===== src/rtl/prio_enc_pkg.sv =====
// Shared types and constants for the 8-to-3 priority encoder.
//   PRIO_IN_W / PRIO_OUT_W : request vector width and index width
//   PRIO_OUT_RST           : index value held while in reset
//   prio_enc_res_t         : one encoding result (index, valid, optional multi)
// Optional feature macro: PRIO_ENC_MULTI_EN adds the multi flag to the result.
package prio_enc_pkg;

   localparam int unsigned PRIO_IN_W  = 8;
   localparam int unsigned PRIO_OUT_W = 3;

   localparam logic [PRIO_OUT_W-1:0] PRIO_OUT_RST = 3'b000;

   typedef struct packed {
      logic [PRIO_OUT_W-1:0] idx;
      logic                  valid;
`ifdef PRIO_ENC_MULTI_EN
      logic                  multi;
`endif
   } prio_enc_res_t;

endpackage


===== src/rtl/priority_encoder_8to3_if.sv =====
// Request/result bundle for the priority encoder.
//   en    : capture enable (master -> slave)
//   in    : request vector, bit 7 highest priority (master -> slave)
//   out   : registered index of highest set bit (slave -> master)
//   valid : registered non-empty flag (slave -> master)
//   multi : registered two-or-more-bits flag, only with PRIO_ENC_MULTI_EN
interface priority_encoder_8to3_if;
   import prio_enc_pkg::*;

   logic                  en;
   logic [PRIO_IN_W-1:0]  in;
   logic [PRIO_OUT_W-1:0] out;
   logic                  valid;
`ifdef PRIO_ENC_MULTI_EN
   logic                  multi;
`endif

`ifdef PRIO_ENC_MULTI_EN
   modport master (output en, output in, input out, input valid, input multi);
   modport slave  (input en, input in, output out, output valid, output multi);
`else
   modport master (output en, output in, input out, input valid);
   modport slave  (input en, input in, output out, output valid);
`endif

endinterface


===== src/rtl/priority_encoder_8to3_core.sv =====
// Purely combinational priority core.
//   in  : 8-bit request vector, bit 7 highest priority
//   res : index of the highest set bit, valid flag, and (with PRIO_ENC_MULTI_EN)
//         a flag for two or more bits set
module priority_encoder_8to3_core
   import prio_enc_pkg::*;
(
   input  logic [PRIO_IN_W-1:0] in,
   output prio_enc_res_t        res
);

   always_comb begin
      res.idx   = PRIO_OUT_RST;
      res.valid = 1'b0;
      // Ascending scan: later (higher) set bits overwrite lower ones.
      for (int i = 0; i < PRIO_IN_W; i++) begin
         if (in[i]) begin
            res.idx   = i[PRIO_OUT_W-1:0];
            res.valid = 1'b1;
         end
      end
`ifdef PRIO_ENC_MULTI_EN
      // Clearing the lowest set bit leaves something only if 2+ bits were set.
      res.multi = |(in & (in - PRIO_IN_W'(1)));
`endif
   end

endmodule


===== src/rtl/priority_encoder_8to3.sv =====
// Registered 8-to-3 priority encoder.
//   clk : rising-edge clock
//   rst : asynchronous, active-high reset; clears out/valid(/multi)
//   bus : slave side of priority_encoder_8to3_if (en, in -> out, valid[, multi])
// One clock of latency from in/en to the outputs; no combinational in->out path.
// Optional feature macro: PRIO_ENC_MULTI_EN adds the registered multi output.
module priority_encoder_8to3
   import prio_enc_pkg::*;
#(
   parameter int unsigned IN_W  = PRIO_IN_W,
   parameter int unsigned OUT_W = $clog2(IN_W)
) (
   input  logic                    clk,
   input  logic                    rst,
   priority_encoder_8to3_if.slave  bus
);

   if (IN_W != PRIO_IN_W || OUT_W != PRIO_OUT_W) begin : g_width_check
      $error("priority_encoder_8to3 supports only IN_W=8, OUT_W=3");
   end

   prio_enc_res_t res_d;
   prio_enc_res_t res_q;

   priority_encoder_8to3_core u_core (
      .in  (bus.in),
      .res (res_d)
   );

   always_ff @(posedge clk or posedge rst) begin
      if (rst) begin
         res_q.idx   <= PRIO_OUT_RST;
         res_q.valid <= 1'b0;
`ifdef PRIO_ENC_MULTI_EN
         res_q.multi <= 1'b0;
`endif
      end else if (bus.en) begin
         res_q <= res_d;
      end
   end

   assign bus.out   = res_q.idx;
   assign bus.valid = res_q.valid;
`ifdef PRIO_ENC_MULTI_EN
   assign bus.multi = res_q.multi;
`endif

endmodule


===== src/flat_wrapper.sv =====
// flat-port wrapper written by rule: the top's interface ports become plain ports
module priority_encoder_8to3_flat import prio_enc_pkg::*;
#(
   parameter int unsigned IN_W  = PRIO_IN_W,
   parameter int unsigned OUT_W = $clog2(IN_W)
)
  (clk, rst, bus_en, bus_in, bus_out, bus_valid);
  priority_encoder_8to3_if bus_i ();
  input  logic clk;
  input  logic rst;
  input wire logic [$bits(bus_i.en)-1:0] bus_en;
  input wire logic [$bits(bus_i.in)-1:0] bus_in;
  output wire logic [$bits(bus_i.out)-1:0] bus_out;
  output wire logic [$bits(bus_i.valid)-1:0] bus_valid;
  assign bus_i.en = bus_en;
  assign bus_i.in = bus_in;
  assign bus_out = bus_i.out;
  assign bus_valid = bus_i.valid;
  priority_encoder_8to3 #(.IN_W(IN_W), .OUT_W(OUT_W)) u_core (.clk(clk), .rst(rst), .bus(bus_i));
endmodule

===== config.mk =====
export PLATFORM = sky130hd
export DESIGN_NAME = priority_encoder_8to3_flat
export DESIGN_NICKNAME = d
export VERILOG_FILES = /design/src/rtl/prio_enc_pkg.sv /design/src/rtl/priority_encoder_8to3_if.sv /design/src/rtl/priority_encoder_8to3_core.sv /design/src/rtl/priority_encoder_8to3.sv /design/src/flat_wrapper.sv
export SDC_FILE = /design/constraint.sdc
export NUM_CORES = 1
export LEC_CHECK = 0
export ABC_AREA = 1
export CORE_AREA = 2 2 39 41
export DETAILED_ROUTE_END_ITERATION = 10
export DIE_AREA = 0 0 41 43
export SYNTH_ARGS = -nofsm -noshare
export SYNTH_HDL_FRONTEND = slang
export SYNTH_SLANG_ARGS = --single-unit

===== constraint.sdc =====
create_clock -name clk -period 1.7 [get_ports clk]
set_input_delay 0.34 -clock clk [delete_from_list [all_inputs] [get_ports clk]]
set_output_delay 0.34 -clock clk [all_outputs]
set_load 0.05 [all_outputs]

==> flow_metrics.tcl <==
set metrics [dict create \
    synth_fa_ha_area_share_pct 0 \
    synth.distinct_cells 12 \
    wirelength_um 547 \
    fillers 142 \
    clock_latency_ns 0.23 \
    peakVddDrop_uv 178 \
    cts_hold_buf 0 \
    grt_pass1_vias 240 \
    finalClockSkew_ns 0 \
    crit_path_top_delay_cell "clkdlybuf4s50_1" \
    slowest_delay_ns 0.54 \
    synthTopCellsByCount "inv_1 (7), nand2_1 (5), dfrtp_1 (4), nor2_1 (4)" \
    grt_max_degree 6 \
    synth_top_flop_cell "dfrtp_1" \
    rsz0062_at_grt "false" \
    status "completed" \
    postRouteAntennaNets 0 \
    r2r_cells 1 \
    clock_path_buffers 2 \
    async_reset_ff_share_pct 100 \
    grt_pass1_wl_um 862 \
    cts_made_buffers 3 \
    seq_area_sq_um 100 \
    synth_top_family_by_area "simple AND/OR/NAND/NOR gates" \
    ys_seq_area_share_pct 46.8 \
    cts-htree-levels 1 \
    clock-root-buffer "clkbuf_4" \
    first_iter_violations 2 \
    vias 237 \
    worstReg2RegStart "u_core.bus.valid$_DFFE_PP0P_" \
    avgSynthCellArea_sq_um 7.64 \
    cp_top_family "buffers and inverters" \
    drc 0 \
    period_share_pct 71.0 \
    synth_compound_area_share_pct 15.2 \
    power_density_nw_per_um2 762 \
    syn_inst 28 \
    ios 15 \
    start_util_pct 15.5 \
    clkTransAtPathRegs_ns 0.04 \
    setup_viol 0 \
    place.port_buffers 14 \
    slew_headroom_pct 89.1 \
    rr_endpoint "u_core.bus.valid$_DFFE_PP0P_" \
    maxSlewViolCount 0 \
    tightest_slew_ns 0.164 \
    crit_required_ns 1.82 \
    period_minus_slack_ns 1.21 \
    track_usage_pct 8.06 \
    synth_edf_count 0 \
    critPathCaptureType "flop" \
    yosys.area.top_type_share_pct 46.8 \
    yosysWarnings 0 \
    post_dp_cell_area_sq_um 364 \
    synth-simple-area-share_pct 25.7 \
    post_cts_resized 0 \
    yosysMostFrequentCell "inv_1" \
    vias_per_cell 3.89 \
    worst-setup-path-type "in -> reg" \
    die_w_um 41 \
    syn2layout_area_growth_pct 80.7 \
    crit_chain "clkdlybuf4s50_1 -> inv_1 -> nor2_2 -> nand3_2 -> o22a_1" \
    critical_path.max_fanout 5 \
    hpwlAfterDp_um 460 \
    fmaxAchievable_ghz 0.828 \
    grt.overflow.total 0 \
    synthesis.nets 39 \
    cts_setup_buffers 0 \
    ys_seq_elements 4 \
    antenna_cells 0 \
    arrival_ns 1.33 \
    reg2reg_setup_slack_ns 1.01 \
    nNetsFinal 58 \
    min_path_type "in -> async" \
    num_rows 14 \
    maxCapViolCount 0 \
    synthesis.area_sq_um 214 \
    final_area_sq_um 387 \
    fp.coreArea_sq_um 1380 \
    p_leak_nw 0.175 \
    hold_viol 0 \
    place_congestion 0.662 \
    critPathLaunchType "input port" \
    fin_tns_setup_ns 0 \
    drive_above_1_share_pct 20.0 \
    wl_per_cell_um 8.97 \
    multi_input_area_sq_um 87.6 \
    synth_top_cell_by_area "dfrtp_1" \
    die_area_sq_um 1760 \
    synthMuxAreaShare_pct 0 \
    clock-sinks 4 \
    firstDrtPassIters 4 \
    yosys-top-cells-area "dfrtp_1 (47%), inv_1 (12%), nand2_1 (8.8%), nor2_1 (7.0%), nand3_2 (4.7%)" \
    cts_tree "yes" \
    antenna_found_initial 0 \
    die_h_um 43 \
    cp.buffers_inverters 2 \
    synth-xor-area-share_pct 0 \
]
[logic make-up (layout without fill, tap and decap cells)]
kind of cell    after synthesis  in the layout
simple gates                 12             12
flops                         4              4
compound gates                5              5
buf+inv                       7             24
[through the flow]
step / total power [mW] / util [%] / cells / worst slack [ns] / hold slack [ns]
3_3_place_gp: 0.177 / 26.3 / 58 / 0.277 / 0.500
4_1_cts: 0.300 / 27.9 / 61 / 0.489 / 0.281
2_1_floorplan: 0.139 / - / 28 / 0.759 / 0.106
3_5_place_dp: 0.177 / 26.3 / 58 / 0.252 / 0.497
5_1_grt: 0.313 / 27.9 / 61 / 0.421 / 0.296
6_report: 0.295 / 27.9 / 61 / 0.493 / 0.280
[routing by layer]
layer	vias up	track usage, %	routed length, um
met3	2	4.71	53
met1	106	6.17	201
met2	9	12.5	278
li1	120	-	-
met5	-	0	0
met4	0	8.00	14
[layout by cell type (no fill, tap or decap), types with 3 or more instances in the layout]
cell	count
clkdlybuf4s50_1	10
inv_1	7
nand2_1	5
nor2_1	4
buf_4	4
dfrtp_1	4
clkbuf_4	3
[sequential cells by signal, indices dropped and copies added, names as in the netlist]
name,flops
u_core.bus.valid,1
u_core.bus.out,3
[worst max path at each step]
stage / slack (ns) / cells after the start / endpoint / from
detailed placement: 0.25 / 5 / u_core.bus.valid$_DFFE_PP0P_ / bus_en
global placement: 0.28 / 5 / u_core.bus.valid$_DFFE_PP0P_ / bus_en
CTS: 0.49 / 5 / u_core.bus.valid$_DFFE_PP0P_ / bus_en
floorplan: 0.76 / 0 / bus_valid / u_core.bus.valid$_DFFE_PP0P_
global route: 0.42 / 5 / u_core.bus.valid$_DFFE_PP0P_ / bus_en
finish: 0.49 / 5 / u_core.bus.valid$_DFFE_PP0P_ / bus_en
[report_power, final]
part           switching [mW]  leakage [nW]  internal (mW)
Combinational          0.0380         0.123         0.0335
Clock                  0.0404        0.0138         0.0791
Sequential            0.00284        0.0383          0.101
[layout make-up]
cell class	instances	share of cell area (%)
multi-input combinational	17	22.7
tap	16	5.18
sequential	4	25.9
timing repair buffer	14	33.7
clock buffer	3	5.83
inverter	7	6.80
Note: power is estimated with default switching activity, not from simulation.
